### config.mk
export PLATFORM = sky130hd
export DESIGN_NAME = count_pulse_gen_flat
export DESIGN_NICKNAME = d
export VERILOG_FILES = /design/src/rtl/count_pulse_gen_if.sv /design/src/rtl/count_pulse_gen.sv /design/src/flat_wrapper.sv
export SDC_FILE = /design/constraint.sdc
export NUM_CORES = 1
export LEC_CHECK = 0
export CAP_MARGIN = 20
export CELL_PAD_IN_SITES_DETAIL_PLACEMENT = 0
export CELL_PAD_IN_SITES_GLOBAL_PLACEMENT = 1
export CORE_MARGIN = 2
export CORE_UTILIZATION = 47
export DETAILED_ROUTE_END_ITERATION = 7
export GPL_TIMING_DRIVEN = 0
export PLACE_DENSITY = 0.89
export RECOVER_POWER = 50
export SYNTH_ARGS = -nofsm -noshare
export SYNTH_HDL_FRONTEND = slang
export SYNTH_SLANG_ARGS = --single-unit
### constraint.sdc
create_clock -name clk -period 2.5 [get_ports clk]
set_input_delay 0.25 -clock clk [delete_from_list [all_inputs] [get_ports clk]]
set_output_delay 0.25 -clock clk [all_outputs]
set_load 0.01 [all_outputs]
### src/rtl/count_pulse_gen_if.sv
// Button-to-counter strobe bundle: raw button and enable in, strobe and debounced level out.
// No flow control; the consumer samples count_up every clock.
interface count_pulse_gen_if;
   logic btn_in;
   logic en;
   logic count_up;
   logic btn_level;

   modport master (
      output btn_in,
      output en,
      input  count_up,
      input  btn_level
   );

   modport slave (
      input  btn_in,
      input  en,
      output count_up,
      output btn_level
   );
endinterface

### src/rtl/count_pulse_gen.sv
// Debounced push-button to single-cycle count strobe with auto-repeat; press strobe DEB_CYCLES+2 clocks after btn_in settles.
// No backpressure: strobes gated off by en are dropped, never queued.
module count_pulse_gen #(
   parameter int unsigned DEB_CYCLES    = 4,
   parameter int unsigned REPEAT_CYCLES = 16
) (
   input  logic             clk,
   input  logic             resetn,
   count_pulse_gen_if.slave bus
);
   typedef enum logic [1:0] {
      RELEASED    = 2'd0,
      DEB_PRESS   = 2'd1,
      PRESSED     = 2'd2,
      DEB_RELEASE = 2'd3
   } state_t;

   localparam logic [7:0]  DEB_LAST = 8'(DEB_CYCLES - 1);
   localparam logic [15:0] RPT_LAST = 16'(REPEAT_CYCLES - 1);
   localparam bit          RPT_EN   = (REPEAT_CYCLES != 0);

   logic        r_sync1;
   logic        r_sync2;
   state_t      r_state;
   logic [7:0]  r_deb_cnt;
   logic [15:0] r_rpt_cnt;
   logic        r_count_up;
   logic        r_btn_level;
   logic        w_sync_in;

   assign w_sync_in     = r_sync2;
   assign bus.count_up  = r_count_up;
   assign bus.btn_level = r_btn_level;

   always_ff @(posedge clk or negedge resetn) begin
      if (!resetn) begin
         r_sync1     <= 1'b0;
         r_sync2     <= 1'b0;
         r_state     <= RELEASED;
         r_deb_cnt   <= 8'd0;
         r_rpt_cnt   <= 16'd0;
         r_count_up  <= 1'b0;
         r_btn_level <= 1'b0;
      end else begin
         r_sync1    <= bus.btn_in;
         r_sync2    <= r_sync1;
         r_count_up <= 1'b0;
         case (r_state)
            RELEASED: begin
               if (w_sync_in) begin
                  r_state   <= DEB_PRESS;
                  r_deb_cnt <= 8'd0;
               end
            end
            DEB_PRESS: begin
               if (!w_sync_in) begin
                  r_state <= RELEASED;
               end else if (r_deb_cnt == DEB_LAST) begin
                  r_state     <= PRESSED;
                  r_btn_level <= 1'b1;
                  r_rpt_cnt   <= 16'd0;
                  r_count_up  <= bus.en;
               end else begin
                  r_deb_cnt <= r_deb_cnt + 8'd1;
               end
            end
            PRESSED: begin
               if (!w_sync_in) begin
                  r_state   <= DEB_RELEASE;
                  r_deb_cnt <= 8'd0;
               end else if (RPT_EN) begin
                  if (r_rpt_cnt == RPT_LAST) begin
                     r_rpt_cnt  <= 16'd0;
                     r_count_up <= bus.en;
                  end else begin
                     r_rpt_cnt <= r_rpt_cnt + 16'd1;
                  end
               end
            end
            DEB_RELEASE: begin
               // rpt_cnt stays frozen here so a rejected release only delays the repeat phase
               if (w_sync_in) begin
                  r_state <= PRESSED;
               end else if (r_deb_cnt == DEB_LAST) begin
                  r_state     <= RELEASED;
                  r_btn_level <= 1'b0;
               end else begin
                  r_deb_cnt <= r_deb_cnt + 8'd1;
               end
            end
            default: r_state <= RELEASED;
         endcase
      end
   end
endmodule

### src/flat_wrapper.sv
// flat-port wrapper written by rule: the top's interface ports become plain ports
module count_pulse_gen_flat 
#(
   parameter int unsigned DEB_CYCLES    = 4,
   parameter int unsigned REPEAT_CYCLES = 16
)
  (clk, resetn, bus_btn_in, bus_en, bus_count_up, bus_btn_level);
  count_pulse_gen_if bus_i ();
  input  logic clk;
  input  logic resetn;
  input wire logic [$bits(bus_i.btn_in)-1:0] bus_btn_in;
  input wire logic [$bits(bus_i.en)-1:0] bus_en;
  output wire logic [$bits(bus_i.count_up)-1:0] bus_count_up;
  output wire logic [$bits(bus_i.btn_level)-1:0] bus_btn_level;
  assign bus_i.btn_in = bus_btn_in;
  assign bus_i.en = bus_en;
  assign bus_count_up = bus_i.count_up;
  assign bus_btn_level = bus_i.btn_level;
  count_pulse_gen #(.DEB_CYCLES(DEB_CYCLES), .REPEAT_CYCLES(REPEAT_CYCLES)) u_core (.clk(clk), .resetn(resetn), .bus(bus_i));
endmodule
======== Yosys cells after proc, flatten, opt, wreduce, memory -nomap -nowiden ========
Cells that the tools add are included.
word-level totals
  input port bits ......................... 4
  output and inout bits ................... 2
  flip-flop bits (word level) ............. 30
  word-level logic and storage cells ...... 58
cells by class
  reductions and logical operators ........ 7
  muxes and demuxes ....................... 28
  add/sub/neg operators ................... 2
  equal/unequal tests ..................... 14
operators with widths
  kind                                                   count
  2-to-1 mux 16 bit                                      4
  2-to-1 mux 8 bit                                       5
  one-hot mux 16 bit (2 select lines)                    1
  one-hot mux 8 bit (4 select lines)                     1
  adder 16 x 1 -> 16 bit, second input constant          1
  == test 16 x 4 -> 1 bit, second input constant         1
  2-to-1 mux 2 bit                                       6
  AND reduction 4 bit                                    3
  inequality test 2 x 1 -> 1 bit, second input constant  5
  adder 8 x 1 -> 8 bit, second input constant            1
  == test 8 x 2 -> 1 bit, second input constant          1
  2-to-1 mux 1 bit                                       8
  one-hot mux 2 bit (4 select lines)                     1
  AND reduction 5 bit                                    1
  == test 2 bit, second input constant                   2
  inequality test 2 bit, second input constant           2
  one-hot mux 1 bit (2 select lines)                     2
  nonzero test 2 bit                                     2
  inequality test 3 x 1 -> 1 bit, second input constant  1
  inequality test 3 bit, second input constant           1
  == test 2 x 1 -> 1 bit, second input constant          1
  logical NOT 2 bit                                      1

======== Longest topological paths before layout ========
Gate-level depths: netlist of the first run.
  word-level depth ........................ 4
  mapped depth ............................ 9
  gate-level depth less buffers ........... 7

======== Worst setup path before layout of the first run ========
Ideal clock, no wire load.
  kind .................................... flip-flop to flip-flop
  start point ............................. register u_core.r_state[0]
  end point ............................... register u_core.r_rpt_cnt[3]
  slack ................................... 548 ps
  data required time ...................... 2379 ps
  path buffers ............................ 2
  setup time .............................. 121 ps
  cell stages (with the launch flop) ...... 10
  arrival time ............................ 1831 ps
  period minus slack after synthesis ...... 1952 ps
  cells stage by stage .................... dfrtp_1 > inv_1 > ha_1 > clkbuf_1 > inv_1 > nor3b_1 > a31o_1 > buf_4 > o21ai_1 > a22o_1
on the way
  word-level cells in the longest chain between the ends .. 3
  elaborated cells between the ends (all ways) .. 8
  classes of those cells .................. eq/ne: 5; mux: 1; reduce/logical: 2
ends and longest elaborated chain
  what                                                                            line                   text
  start: declaration                                                              count_pulse_gen.sv:24  state_t r_state;
  start signal: assignment                                                        count_pulse_gen.sv:39  r_state <= RELEASED;
  start signal: assignment                                                        count_pulse_gen.sv:51  r_state <= DEB_PRESS;
  start signal: assignment                                                        count_pulse_gen.sv:57  r_state <= RELEASED;
  == test 2 bit or == test 2 x 1 -> 1 bit (tied branches)                         count_pulse_gen.sv:48  case (r_state)
  inequality test 2 x 1 -> 1 bit (no line) or nonzero test 2 bit (tied branches)  --
  AND reduction 4 bit (no line)                                                   --
  end signal: assignment                                                          count_pulse_gen.sv:76  r_rpt_cnt <= r_rpt_cnt + 16'd1;
  end: declaration                                                                count_pulse_gen.sv:26  logic [15:0] r_rpt_cnt;
Parallel ways exist; a longest one is shown, timed or not.
A chain may end at the register's enable or synchronous reset.

==> results.md, run 1 <==
- Number of warnings reported in the yosys synthesis log: 0
- Aggregate global-route resource usage: 0.208
- Via Count: 1,445
- Critical Path Fanout Max: 10
- Most common cell after layout, fill and taps aside: dfrtp_1
- Area share of xor/xnor cells in the synthesized design: 0.0102
- Fmax: 449 MHz
- Full die area: between 0.004 and 0.005 sq mm
- Diodes inserted: 0
- Worst-case setup slack after placement: between 0.2 and 0.25 ns
- Worst reg-to-reg setup slack: 0.27 ns
- Cell Rows: 21
- R2R depth: 8
- Number of distinct library cells after synthesis: 44
- Crit path capture: u_core.r_deb_cnt[2]
- Area added between synthesis and finish: 8.93%
- Max Cap Violations: 0
- Total negative slack for setup checks: 0 ns
- Standard cell with the maximum stage delay on the critical path: nor2_1
- Cell-by-cell trace of the critical path: inv_1, ha_1, buf_2, nor2_1, nand2_1, o21ai_0, o21ai_0, o21ai_0
- Critical path type: reg -> reg
- Worst Setup Slack, final: 0.273 ns
- Area fraction in and, or, nand and nor cells after synthesis: 0.234
- Net Count, Synth: 190
- Data required time of the worst path: 2.74 ns
- Via count of the first global-routing pass: 1,453
- Fraction of the core area covered by cells at the end of the flow: 0.545
- First-pass GRT wire length: 6610 um
- Post CTS Setup Buffer Count: 0
- Post-synth design cell area: 0.00171 sq mm
- Main combinational cell family by area after synthesis: simple AND/OR/NAND/NOR gates
- Crit path time final: 2.23 ns
- ANT nets after route: 0
- Chip width: 64.3 um
- Largest clock skew in the final design: 0.00962 ns
- Root cell of the clock tree: clkbuf_4
- Share of flip-flops with an asynchronous set or reset after synthesis: 1.00
- Number of antenna violations at the first check in global routing: 0
- Weighted congestion reported at the end of routability-driven placement: a little under 0.8
- Minimum hold slack: 0.331 ns
- Final max-slew violation count: 0
- Largest net degree at the start of global routing: 19
- Core Footprint: 0.00342 sq mm
- Status: complete, no violations
- Final net count: 202
- Drt via density: 6.07
- Commonest register cell after synthesis: dfrtp_1
- H-tree levels: 2
- Sink count of the clock tree: 30
- Delay of the slowest cell on the worst path: 0.44 ns
- Resized Gates After CTS: 0
- Detail-routed net length per standard cell: 15.7 um
- Avg Cell Area, Syn: between 9 and 10 sq um
- Post-route DRC: 0
- Vertical die dimension: 64.3 um
- CTS hold repair buffers: 0
- Least-Margin Pin Slew: 0.991 ns
- Data arrival at the endpoint of the critical path: ~2.5 ns
- TritonCTS Buffers: 5
- Reg-to-reg critical path endpoint: u_core.r_deb_cnt[2]
- Class of the tightest hold or removal check: in -> async
- Effective utilization at floorplan: 0.500
- Maximum vdd ir drop: about 650 uV
- Post-route clock period utilization: 0.891
- Final setup fails: 0
- Share of post-route cells with drive strength above 1: 0.0833
- Number of flip-flops and latches in the synthesized netlist: 30
- CTS clock-pin slew for the worst setup and hold paths: 0.10 ns
- Setup crit end kind: register
- Gr ovfl total: 0
- Total length of routed wires: 3730 um
- Arithmetic-cell share of the synthesized area counting full adders, half adders and majority gates: 0.0439
- Number of buffer cells added on primary ports: 5
- Power, Total: 1500 uW
- Post-Synthesis Cells: 180
- Sequential element share of the synthesized area: 0.439
- Number of DRC markers in iteration 0: 93
- Post-detail-place hpwl: 2690 um
- Unrepaired setup endpoints after global routing: no
- EDFF count, synth: 0
- Portion of netlist area occupied by mux cells: 0.0124
- Post-synthesis compound-gate area fraction: 0.226
- Clock latency at the later pin of the worst-skew pair: around 0.34 ns
- PD cells: 807 mW/mm^2
- Clock tree from TritonCTS: yes
- Final Hold Viols: 0
- Length of the first detailed-routing pass in iterations: 4
- Commonest cells after routing, fill and taps aside: dfrtp_1, nor2_1, a22o_1, o21ai_0
- Rel. slew slack: 0.339
- Launching element type of the critical path: register
- Most frequent cell on the critical path: o21ai_0
- Clock tree buffer depth: 2
- Leakage Power: 0.000824 uW
- IO Pins: 6
## layer usage
layer,up-vias,GRT usage,share of wire
met2,34,0.324,0.48
met1,707,0.267,0.47
met3,4,0.0511,0.043
met5,-,0,0
met4,0,0.106,0.0099
li1,700,-,-
## where the power goes
| part | switching, uW | internal (uW) |
|---|---|---|
| registers | 54.8 | 544 |
| clock network | 165 | 106 |
| logic | 413 | 220 |
## through the flow
stage,instance area [sq um],std cells
after global routing,1860,238
after CTS,1890,239
after global placement,1820,231
final,1860,238
after detailed placement,1840,232
after floorplan,1710,180
## worst min-delay path by stage
stage / startpoint / end / slack [ns] / cells after the start
3_5_place_dp: u_core.r_sync1 / u_core.r_sync2 / 0.35 / 0
4_1_cts: resetn / u_core.r_deb_cnt[4] / 0.33 / 1
3_3_place_gp: u_core.r_sync1 / u_core.r_sync2 / 0.33 / 0
5_1_grt: resetn / u_core.r_deb_cnt[0] / 0.38 / 1
6_report: resetn / u_core.r_deb_cnt[4] / 0.33 / 1
2_1_floorplan: resetn / async pin / -0.05 / 0
## critical path, delay by kind of cell, from the launching register on
kind / cells / cell delay, ns
AOI/OAI and AO/OA: 3 / 0.66
adders and majority gates: 1 / 0.18
buffers and inverters: 2 / 0.28
DFF: 1 / 0.40
and+or+nand+nor: 2 / 0.62
## cell type report
| class | count | area (sq um) |
|---|---|---|
| repair buffers | 6 | 53.8 |
| inverters | 6 | 22.5 |
| flip-flops and latches | 30 | 751 |
| fillers | 313 | 1550 |
| plain buffers | 5 | 32.5 |
| clock buffers | 7 | 45.0 |
| multi-input cells | 138 | 900 |
| well taps | 46 | 57.6 |
## registers in the layout, summed over array words and instances, names as in the netlist, named ones only
register / cells
u_core.r_rpt_cnt: 16
u_core.bus.btn_level: 1
u_core.r_state: 1
u_core.r_deb_cnt: 8
u_core.bus.count_up: 1
u_core.r_sync2: 1
u_core.r_sync1: 1
## synthesized netlist by cell type, types with 3 or more instances
library cell | n | area [sq um]
and3_1 | 8 | 50.1
o21ai_1 | 10 | 50.1
nor2b_1 | 6 | 37.5
nand3_1 | 5 | 25.0
a21oi_1 | 7 | 35.0
inv_1 | 6 | 22.5
nor3_1 | 9 | 45.0
a22o_1 | 13 | 114
dfrtp_1 | 30 | 751
and4_1 | 3 | 26.3
nand2_1 | 10 | 37.5
ha_1 | 6 | 75.1
nor2_1 | 16 | 60.1
o21ai_0 | 13 | 65.1
## kinds of logic after synthesis
family,count (synthesis)
simple gates,71
compound gates,57
flops,30
buf+inv,12
fa+ha+maj,6
xor+xnor,2
mux,2
(Power assumes the default switching activity.)
==> run 2, diff against run 1 <==
--- a/config.mk
+++ b/config.mk
@@ -12,6 +12,7 @@
 export CORE_UTILIZATION = 47
 export DETAILED_ROUTE_END_ITERATION = 7
 export GPL_TIMING_DRIVEN = 0
+export HOLD_SLACK_MARGIN = 0.03
 export PLACE_DENSITY = 0.89
 export RECOVER_POWER = 50
 export SYNTH_ARGS = -nofsm -noshare
==> results of run 2 <==
The final DEF is identical to that of run 1; final timing and power are the same.
